==> src/rtl/trig_dly_pkg.sv <==
// Shared types and helpers for the trigger latency delay line.
package trig_dly_pkg;

  localparam int LEGACY_DLY = 28;
  localparam int FILL_W     = 16;

  // Wide enough for any practical DEPTH; saturates at DEPTH in the top.
  typedef logic [FILL_W-1:0] fill_cnt_t;

  function automatic int dly_w(input int depth);
    return $clog2(depth + 1);
  endfunction

endpackage

==> src/rtl/trig_dly_ram.sv <==
// WIDTH x DEPTH simple dual-port history store: synchronous write, registered read.
module trig_dly_ram #(
  parameter int WIDTH = 1,
  parameter int DEPTH = 64,
  parameter int AW    = 6
) (
  input  logic             clk,
  input  logic             wr_en,
  input  logic [AW-1:0]    wr_addr,
  input  logic [WIDTH-1:0] wr_data,
  input  logic [AW-1:0]    rd_addr,
  output logic [WIDTH-1:0] rd_data
);

  logic [WIDTH-1:0] mem_q [DEPTH];
  logic [WIDTH-1:0] rd_data_q;

  always_ff @(posedge clk) begin
    if (wr_en) begin
      mem_q[wr_addr] <= wr_data;
    end
    rd_data_q <= mem_q[rd_addr];
  end

  assign rd_data = rd_data_q;

endmodule

==> src/rtl/trig_latency_delay_line.sv <==
// Multi-channel trigger delay line, effective delay E = DlyCur + Sel, history in a circular RAM.
// Optional per-channel minimum-pulse stretcher enabled by `define TRIGDLY_STRETCH_EN.
module trig_latency_delay_line
  import trig_dly_pkg::*;
#(
  parameter int WIDTH       = 1,
  parameter int DEPTH       = 64,
  parameter int DLY_DEFAULT = LEGACY_DLY,
  parameter int MIN_PULSE   = 4
) (
  input  logic                      Clock,
  input  logic                      Reset,
  input  logic [WIDTH-1:0]          Din,
  input  logic                      Sel,
  input  logic [dly_w(DEPTH)-1:0]   DlyIn,
  input  logic                      DlyLoad,
  output logic [WIDTH-1:0]          Dout,
  output logic [dly_w(DEPTH)-1:0]   DlyCur,
  output logic                      Ready,
  output logic                      DlyErr
);

  localparam int DLY_W = dly_w(DEPTH);
  localparam int AW    = (DEPTH > 1) ? $clog2(DEPTH) : 1;
  localparam int SW    = AW + 2;

  logic [AW-1:0]    wr_ptr_q, wr_ptr_d;
  logic [AW-1:0]    rd_addr;
  logic [SW-1:0]    rd_sum;
  logic [DLY_W-1:0] dly_cur_q, dly_cur_d;
  logic [DLY_W-1:0] eff_dly_q, eff_dly_d;
  logic             dly_err_q, dly_err_d;
  fill_cnt_t        fill_q, fill_d;
  logic             ready_q, ready_d;
  logic [WIDTH-1:0] din_q, din_d;
  logic [WIDTH-1:0] ram_rdata;
  logic [WIDTH-1:0] tap_data;
  logic [WIDTH-1:0] raw_d;
  logic [WIDTH-1:0] dout_q, dout_d;

  always_comb begin
    wr_ptr_d  = (wr_ptr_q == AW'(DEPTH - 1)) ? '0 : wr_ptr_q + AW'(1);
    dly_cur_d = dly_cur_q;
    dly_err_d = 1'b0;
    if (DlyLoad) begin
      if (DlyIn == '0) begin
        dly_cur_d = DLY_W'(1);
        dly_err_d = 1'b1;
      end else if (DlyIn > DLY_W'(DEPTH - 1)) begin
        dly_cur_d = DLY_W'(DEPTH - 1);
        dly_err_d = 1'b1;
      end else begin
        dly_cur_d = DlyIn;
      end
    end
    // The read issued now feeds Dout one edge later, so it uses the delay that output will see.
    eff_dly_d = dly_cur_d + DLY_W'(Sel);
    rd_sum    = SW'(wr_ptr_d) + SW'(DEPTH + 1) - SW'(eff_dly_d);
    rd_addr   = (rd_sum >= SW'(DEPTH)) ? AW'(rd_sum - SW'(DEPTH)) : AW'(rd_sum);
  end

  always_comb begin
    din_d  = Din;
    fill_d = (fill_q == fill_cnt_t'(DEPTH)) ? fill_q : fill_q + fill_cnt_t'(1);
    ready_d = (fill_d >= fill_cnt_t'(eff_dly_q));
    // E=1 and E=2 are too short for the RAM's read register, so they come from Din / din_q.
    if (eff_dly_q == DLY_W'(1)) begin
      tap_data = Din;
    end else if (eff_dly_q == DLY_W'(2)) begin
      tap_data = din_q;
    end else begin
      tap_data = ram_rdata;
    end
    raw_d = ready_d ? tap_data : '0;
  end

  trig_dly_ram #(
    .WIDTH (WIDTH),
    .DEPTH (DEPTH),
    .AW    (AW)
  ) u_ram (
    .clk     (Clock),
    .wr_en   (!Reset),
    .wr_addr (wr_ptr_q),
    .wr_data (Din),
    .rd_addr (rd_addr),
    .rd_data (ram_rdata)
  );

`ifdef TRIGDLY_STRETCH_EN
  localparam int PW   = (MIN_PULSE > 0) ? $clog2(MIN_PULSE + 1) : 1;
  localparam int HOLD = (MIN_PULSE > 1) ? MIN_PULSE - 1 : 0;

  logic [WIDTH-1:0] raw_q;
  logic [WIDTH-1:0] held;

  always_ff @(posedge Clock) begin
    if (Reset) begin
      raw_q <= '0;
    end else begin
      raw_q <= raw_d;
    end
  end

  for (genvar gi = 0; gi < WIDTH; gi++) begin : g_stretch
    logic [PW-1:0] hold_q, hold_d;

    always_comb begin
      hold_d = hold_q;
      if (raw_d[gi] && !raw_q[gi]) begin
        hold_d = PW'(HOLD);
      end else if (hold_q != '0) begin
        hold_d = hold_q - PW'(1);
      end
    end

    always_ff @(posedge Clock) begin
      if (Reset) begin
        hold_q <= '0;
      end else begin
        hold_q <= hold_d;
      end
    end

    assign held[gi] = (hold_q != '0);
  end

  always_comb dout_d = raw_d | held;
`else
  always_comb dout_d = raw_d;

  // MIN_PULSE only sizes the stretch counters, which this build does not contain.
  if (MIN_PULSE < 0) begin : g_min_pulse_unused
  end
`endif

  always_ff @(posedge Clock) begin
    if (Reset) begin
      wr_ptr_q  <= '0;
      dly_cur_q <= DLY_W'(DLY_DEFAULT);
      eff_dly_q <= DLY_W'(DLY_DEFAULT) + DLY_W'(Sel);
      dly_err_q <= 1'b0;
      fill_q    <= '0;
      ready_q   <= 1'b0;
      dout_q    <= '0;
    end else begin
      wr_ptr_q  <= wr_ptr_d;
      dly_cur_q <= dly_cur_d;
      eff_dly_q <= eff_dly_d;
      dly_err_q <= dly_err_d;
      fill_q    <= fill_d;
      ready_q   <= ready_d;
      dout_q    <= dout_d;
    end
    din_q <= din_d;
  end

  assign Dout   = dout_q;
  assign DlyCur = dly_cur_q;
  assign Ready  = ready_q;
  assign DlyErr = dly_err_q;

endmodule
==> config.mk <==
export PLATFORM = sky130hd
export DESIGN_NAME = trig_latency_delay_line
export DESIGN_NICKNAME = d
export VERILOG_FILES = /design/src/rtl/trig_dly_pkg.sv /design/src/rtl/trig_dly_ram.sv /design/src/rtl/trig_latency_delay_line.sv
export SDC_FILE = /design/constraint.sdc
export NUM_CORES = 1
export LEC_CHECK = 0
export BUFFER_PORTS_ARGS = -buffer_cell sky130_fd_sc_hd__buf_4
export CORE_UTILIZATION = 66
export DETAILED_ROUTE_END_ITERATION = 7
export PLACE_DENSITY = 0.93
export SLEW_MARGIN = 0
export SYNTH_ARGS = -nofsm -noshare
export SYNTH_HDL_FRONTEND = slang
export SYNTH_SLANG_ARGS = --single-unit
==> constraint.sdc <==
create_clock -name Clock -period 7.8 [get_ports Clock]
set_input_delay 1.17 -clock Clock [delete_from_list [all_inputs] [get_ports Clock]]
set_output_delay 1.17 -clock Clock [all_outputs]
set_load 0.05 [all_outputs]
## Word-level counts from Yosys, hierarchy flattened

Memory sizes are Yosys's and may differ from the RTL's. A register that Yosys moved wholly into a read port is not among the register bits.
Cells that the tools add are included.

| operators by class | value |
|---|---|
| $add $sub $neg | 7 |
| magnitude comparators | 3 |
| equality and inequality tests | 4 |
| mux-type cells | 12 |
| bitwise gates (word level) | 2 |
| reductions and logical operators | 3 |

Operators by type and width:

| kind | number |
|---|---|
| $mux 7 | 4 |
| $add 16x1->16 const B | 1 |
| $eq 16x7->1 const B | 1 |
| $ge 16x7->1 | 1 |
| $mux 16 | 1 |
| $mux 6 | 2 |
| $add 6x7->8 const B | 1 |
| $ge 8x7->1 const B | 1 |
| $sub 8x7->8 | 1 |
| $add 7x1->7 | 1 |
| $eq 7x1->1 const B | 1 |
| $eq 7x2->1 const B | 1 |
| $gt 7x6->1 const B | 1 |
| $logic_not 7->1 | 1 |
| $add 5x1->6 const A | 1 |
| $add 6x1->6 const B | 1 |
| $eq 6x6->1 const B | 1 |
| $sub 6x1->6 const B | 1 |
| $mux 1 | 5 |
| $reduce_or 2->1 | 2 |
| $not 1->1 | 2 |

| word-level totals | value |
|---|---|
| flip-flop bits (word level) | 40 |
| memory bits (writable) | 64 |
| input port bits | 12 |
| output and inout bits | 10 |
| memories | 1 |

Memories:

| name | depth | bits a word | rd ports | clocked after memory_dff | wr ports | RTL line | text |
|---|---|---|---|---|---|---|---|
| u_ram.mem_q | 64 | 1 | 1 | 1 | 1 | trig_dly_ram.sv:15 | `logic [WIDTH-1:0] mem_q [DEPTH];` |

## Depth between registers and ports, before layout

| logic depth | value |
|---|---|
| word-level depth | 8 |
| mapped depth | 16 |
| mapped depth without buffers | 16 |

## Hierarchy

From an unflattened synthesis, not the netlist that was laid out.

| second synthesis, totals | value |
|---|---|
| cells, all modules | 469 |
| area, all modules | 5195.0 sq um |

By module, submodules not included:

| module | instances | cells an instance | area each (sq um) | sequential area each (sq um) |
|---|---|---|---|---|
| trig_dly_ram | 1 | 204 | 2914.0 | 1941.9 |
| trig_latency_delay_line | 1 | 265 | 2280.9 | 800.8 |

## Worst setup path after synthesis

No wires, ideal clock.

| timing | value |
|---|---|
| path type | in2reg |
| start | input DlyIn[0] |
| end | register u_ram.rd_data_q (netlist: u_ram.rd_data), read port of u_ram.mem_q |
| arrival | 4.289 ns |
| slack | 3.389 ns |
| stages on the path | 16 |
| cell sequence | nor4_1 a21oi_1 a31oi_1 ha_1 ha_1 ha_1 inv_1 ha_1 inv_1 fa_1 mux4_2 mux2_2 o31a_1 o21ai_0 o221a_2 mux2i_1 |

| between the ends | value |
|---|---|
| word-level cells in the longest chain between the ends | 8 |
| elaborated cells between the ends (all ways) | 10 |
| those cells by class | add/sub (3); order compare (2); mux (4); reduce/logical (1) |

RTL lines:

| element | RTL line | text |
|---|---|---|
| start: declaration | trig_latency_delay_line.sv:15 | `input logic [dly_w(DEPTH)-1:0] DlyIn,` |
| $gt 7x6->1 | trig_latency_delay_line.sv:49 | `end else if (DlyIn > DLY_W'(DEPTH - 1)) begin` |
| $mux 7 | trig_latency_delay_line.sv:49 |  |
| $mux 7 * | trig_latency_delay_line.sv:46 | `if (DlyIn == '0) begin` |
| $mux 7 * | trig_latency_delay_line.sv:45 | `if (DlyLoad) begin` |
| via dly_cur_d[0] | trig_latency_delay_line.sv:30 | `logic [DLY_W-1:0] dly_cur_q, dly_cur_d;` |
| $add 7x1->7 * | trig_latency_delay_line.sv:57 | `eff_dly_d = dly_cur_d + DLY_W'(Sel);` |
| via eff_dly_d[1] | trig_latency_delay_line.sv:31 | `logic [DLY_W-1:0] eff_dly_q, eff_dly_d;` |
| $sub 8x7->8 * | trig_latency_delay_line.sv:58 | `rd_sum = SW'(wr_ptr_d) + SW'(DEPTH + 1) - SW'(eff_dly_d);` |
| $ge 8x7->1 or $sub 6x1->6 (tied branches) | trig_latency_delay_line.sv:59 | `rd_addr = (rd_sum >= SW'(DEPTH)) ? AW'(rd_sum - SW'(DEPTH)) : AW'(rd_sum);` |
| $mux 6 * | trig_latency_delay_line.sv:59 |  |
| end: declaration | trig_dly_ram.sv:16 | `logic [WIDTH-1:0] rd_data_q;` |

Mark *: on every way through the listed nets, which the timed path passes. The rest lies on a longest branch.
A chain may end at the register's enable or synchronous reset.

## Worst setup path after layout

Ends and elaborated chain as after synthesis.

==> flow_summary.toml <==
[global_routing]
antenna_found_initial = 0
grt_max_degree = 67
grt_pass1_wl_um = 16200
grt_pass1_vias = 3430
grt_use_total_pct = 26.3
grt.overflow.total = 0

[run]
cap_violations = 0

[power]
p_per_area_mw_per_mm2 = 214
vdd_drop_max_uv = 178
leakagePower_nw = 2.02
switchingPower_uw = 337
switching_share_pct = 28.5
clkPwrFrac_pct = 27.1
pwr-share-seq_pct = 51.5
p_total_mw = 1.18
pwr-share-comb_pct = 21.4
p_int_uw = 846

[cells_and_area]
multi_input_area_mm2 = 0.00224
n_antenna_cell = 0
synthToLayoutAreaGrowth_pct = 7.23
seq_area_mm2 = 0.00274
drive_gt1_share_pct = 11.5
instances_no_fill = 577
fillers = 504
finalNetCount = 507

[place]
portBuffers = 21
gp_congestion = 0.836
place_hpwl_um = 6960
dpl.cell_count = 561

[yosys]
synth_most_common_cell = "nor2_1"
synth_nets = 494
yosysSeqAreaShare_pct = 53.2
yosys.area.top_type = "edfxtp_1"
synth_seq_cells = 105
yosys.cell_types.count = 50
synth-edff-count = 64
yosys_warnings = 0
syn_area_mm2 = 0.00516
yosys-top-cells-area = "edfxtp_1 (37%), dfxtp_1 (16%), nor2_1 (7.4%)"
synth_common_cells = "nor2_1 (102), edfxtp_1 (64), dfxtp_1 (41), nand2_1 (22)"
synthCells = 460
synth-async-reset-ratio_pct = 0
avgSynthCellArea_um2 = 11.2
synth_ff_type = "edfxtp_1"
synth_top_area_share_pct = 37.3

[timing]
finalClockSkew_ns = 0.0183
fmax_mhz = 212
worst_pin_slew_ns = 0.891
finalHoldViolations = 0
finalCritPeriodShare_pct = 60.5
whs_ns = 0.516
timing.slew.headroom_pct = 40.6
min_period_ns = 4.72
setup_tns_ns = 0
rsz0062_at_grt = "false"
finalMaxSlewViolations = 0
final-setup-viol-count = 0

[drt]
routed_via_density = 6.15
routed_wl_um = 10300
drt_iter0_drc = 251
dr.pass1.iters = 5
route.detailed.drc = 0
ant_nets = 0
post_drt_wl_per_cell_um = 17.8
num_vias = 3549

[worst_setup_path]
reg2regPathDepth = 13
regToRegSetupSlack_ns = 4.03
crit_fanout = 16
critPathRequiredTime_ns = 8.05
path_class = "in2reg"
crit_arrival_ns = 4.97
endpoint = "u_ram.rd_data"
r2r-start = "DlyCur[0]"
critPathCaptureType = "flop"
crit_start = "DlyIn[0]"
start_kind = "input port"
timing.rr.end = "u_ram.rd_data"

[clock_tree]
cts_inserted_buffers = 9
clk_latency_ns = 0.37
cts_tree = "done"
clk_pin_slew_worst_paths_ns = 0.10
h-tree-depth = 3
cts_resized = 0
cts_setup_buffers = 0
holdBufCountCts = 0
cts-root-buf = "clkbuf_8"
clock_sinks = 105
clk_path_buf_depth = 2

[die]
ios = 22
die_w_um = 90.4
die_height_um = 90.4
design.core.area_mm2 = 0.00741
row_count = 31
die_area_mm2 = 0.00817
initial_core_util_pct = 69.6

[outcome]
status = "finished clean"

[min_path]
min_path_cells = 2
min_path_type = "reg2reg"
stage by stage:
| step | util [%] | area [um2] | worst slack (ns) |
|---|---|---|---|
| 6_report | 74.6 | 5530 | 3.08 |
| 5_1_grt | 74.6 | 5530 | 2.96 |
| 4_1_cts | 74.6 | 5530 | 3.11 |
| 3_5_place_dp | 72.2 | 5350 | 2.72 |
| 3_3_place_gp | 72.2 | 5350 | 2.87 |
| 2_1_floorplan | - | 5160 | 3.39 |
worst min-delay path by stage:
stage	start	endpoint
after floorplan	wr_ptr_q[0]	wr_ptr_q[0]
after global placement	DlyCur[6]	DlyCur[6]
after detailed placement	DlyCur[6]	DlyCur[6]
after CTS	DlyCur[6]	DlyCur[6]
after global routing	DlyCur[6]	DlyCur[6]
final	DlyCur[6]	DlyCur[6]
power by group through the flow:
stage,sequential (mW),combinational [mW],clock [mW]
2_1_floorplan,0.626,0.190,0
3_3_place_gp,0.621,0.238,0
3_5_place_dp,0.623,0.250,0
4_1_cts,0.610,0.252,0.327
5_1_grt,0.611,0.270,0.348
6_report,0.610,0.253,0.321
layout by cell type (no fill, tap or decap), drive strengths merged, types with 11 or more instances in the layout:
master | Yosys | layout
inv | 21 | 27
xnor2 | 15 | 15
buf | 6 | 21
mux4 | 18 | 18
a21oi | 11 | 11
dfxtp | 41 | 41
nor2 | 102 | 102
ha | 21 | 21
nand2 | 22 | 22
nor3 | 11 | 11
o21ai | 12 | 12
nor2b | 18 | 18
edfxtp | 64 | 64
nand3 | 14 | 14
state kept, by name (all words and copies together) (netlist names):
register / count
eff_dly_q: 7
DlyCur: 7
fill_q: 16
wr_ptr_q: 6
u_ram.mem_q: 64
u_ram.rd_data: 1
Ready: 1
Dout: 1
DlyErr: 1
din_q: 1
area by class of cell:
| cell class | instances | area share, % |
|---|---|---|
| flip-flops and latches | 105 | 49.6 |
| repair buffers | 21 | 2.85 |
| inverters | 21 | 1.43 |
| multi-input cells | 315 | 40.5 |
| well taps | 99 | 2.24 |
| clock buffers | 10 | 2.31 |
| clock inverters | 6 | 1.04 |
kinds of logic after synthesis:
family,Yosys count,share of synthesized area (%)
xor+xnor,26,4.68
simple gates,202,18.7
buf+inv,40,3.35
mux,25,9.75
compound gates,40,4.85
flops,105,53.2
fa+ha+maj,22,5.48
critical path: stages:
cell and delay, ns:
buf_4 0.11, nor4_1 0.26, a21oi_1 0.13, a31oi_1 0.25, ha_1 0.24, ha_1 0.26
ha_1 0.27, inv_1 0.04, ha_1 0.76, mux4_2 0.59, mux2_2 0.28, o31a_1 0.24
o21ai_0 0.10, o221a_2 0.21, mux2i_1 0.06
layer usage:
metal	vias to the layer above	wire, um	GRT usage, %
met5	-	0	0
met4	0	330	15.1
met3	34	736	6.06
met2	178	5270	46.1
met1	1687	3940	29.3
li1	1650	-	-
Note: power is estimated with default switching activity, not from simulation.
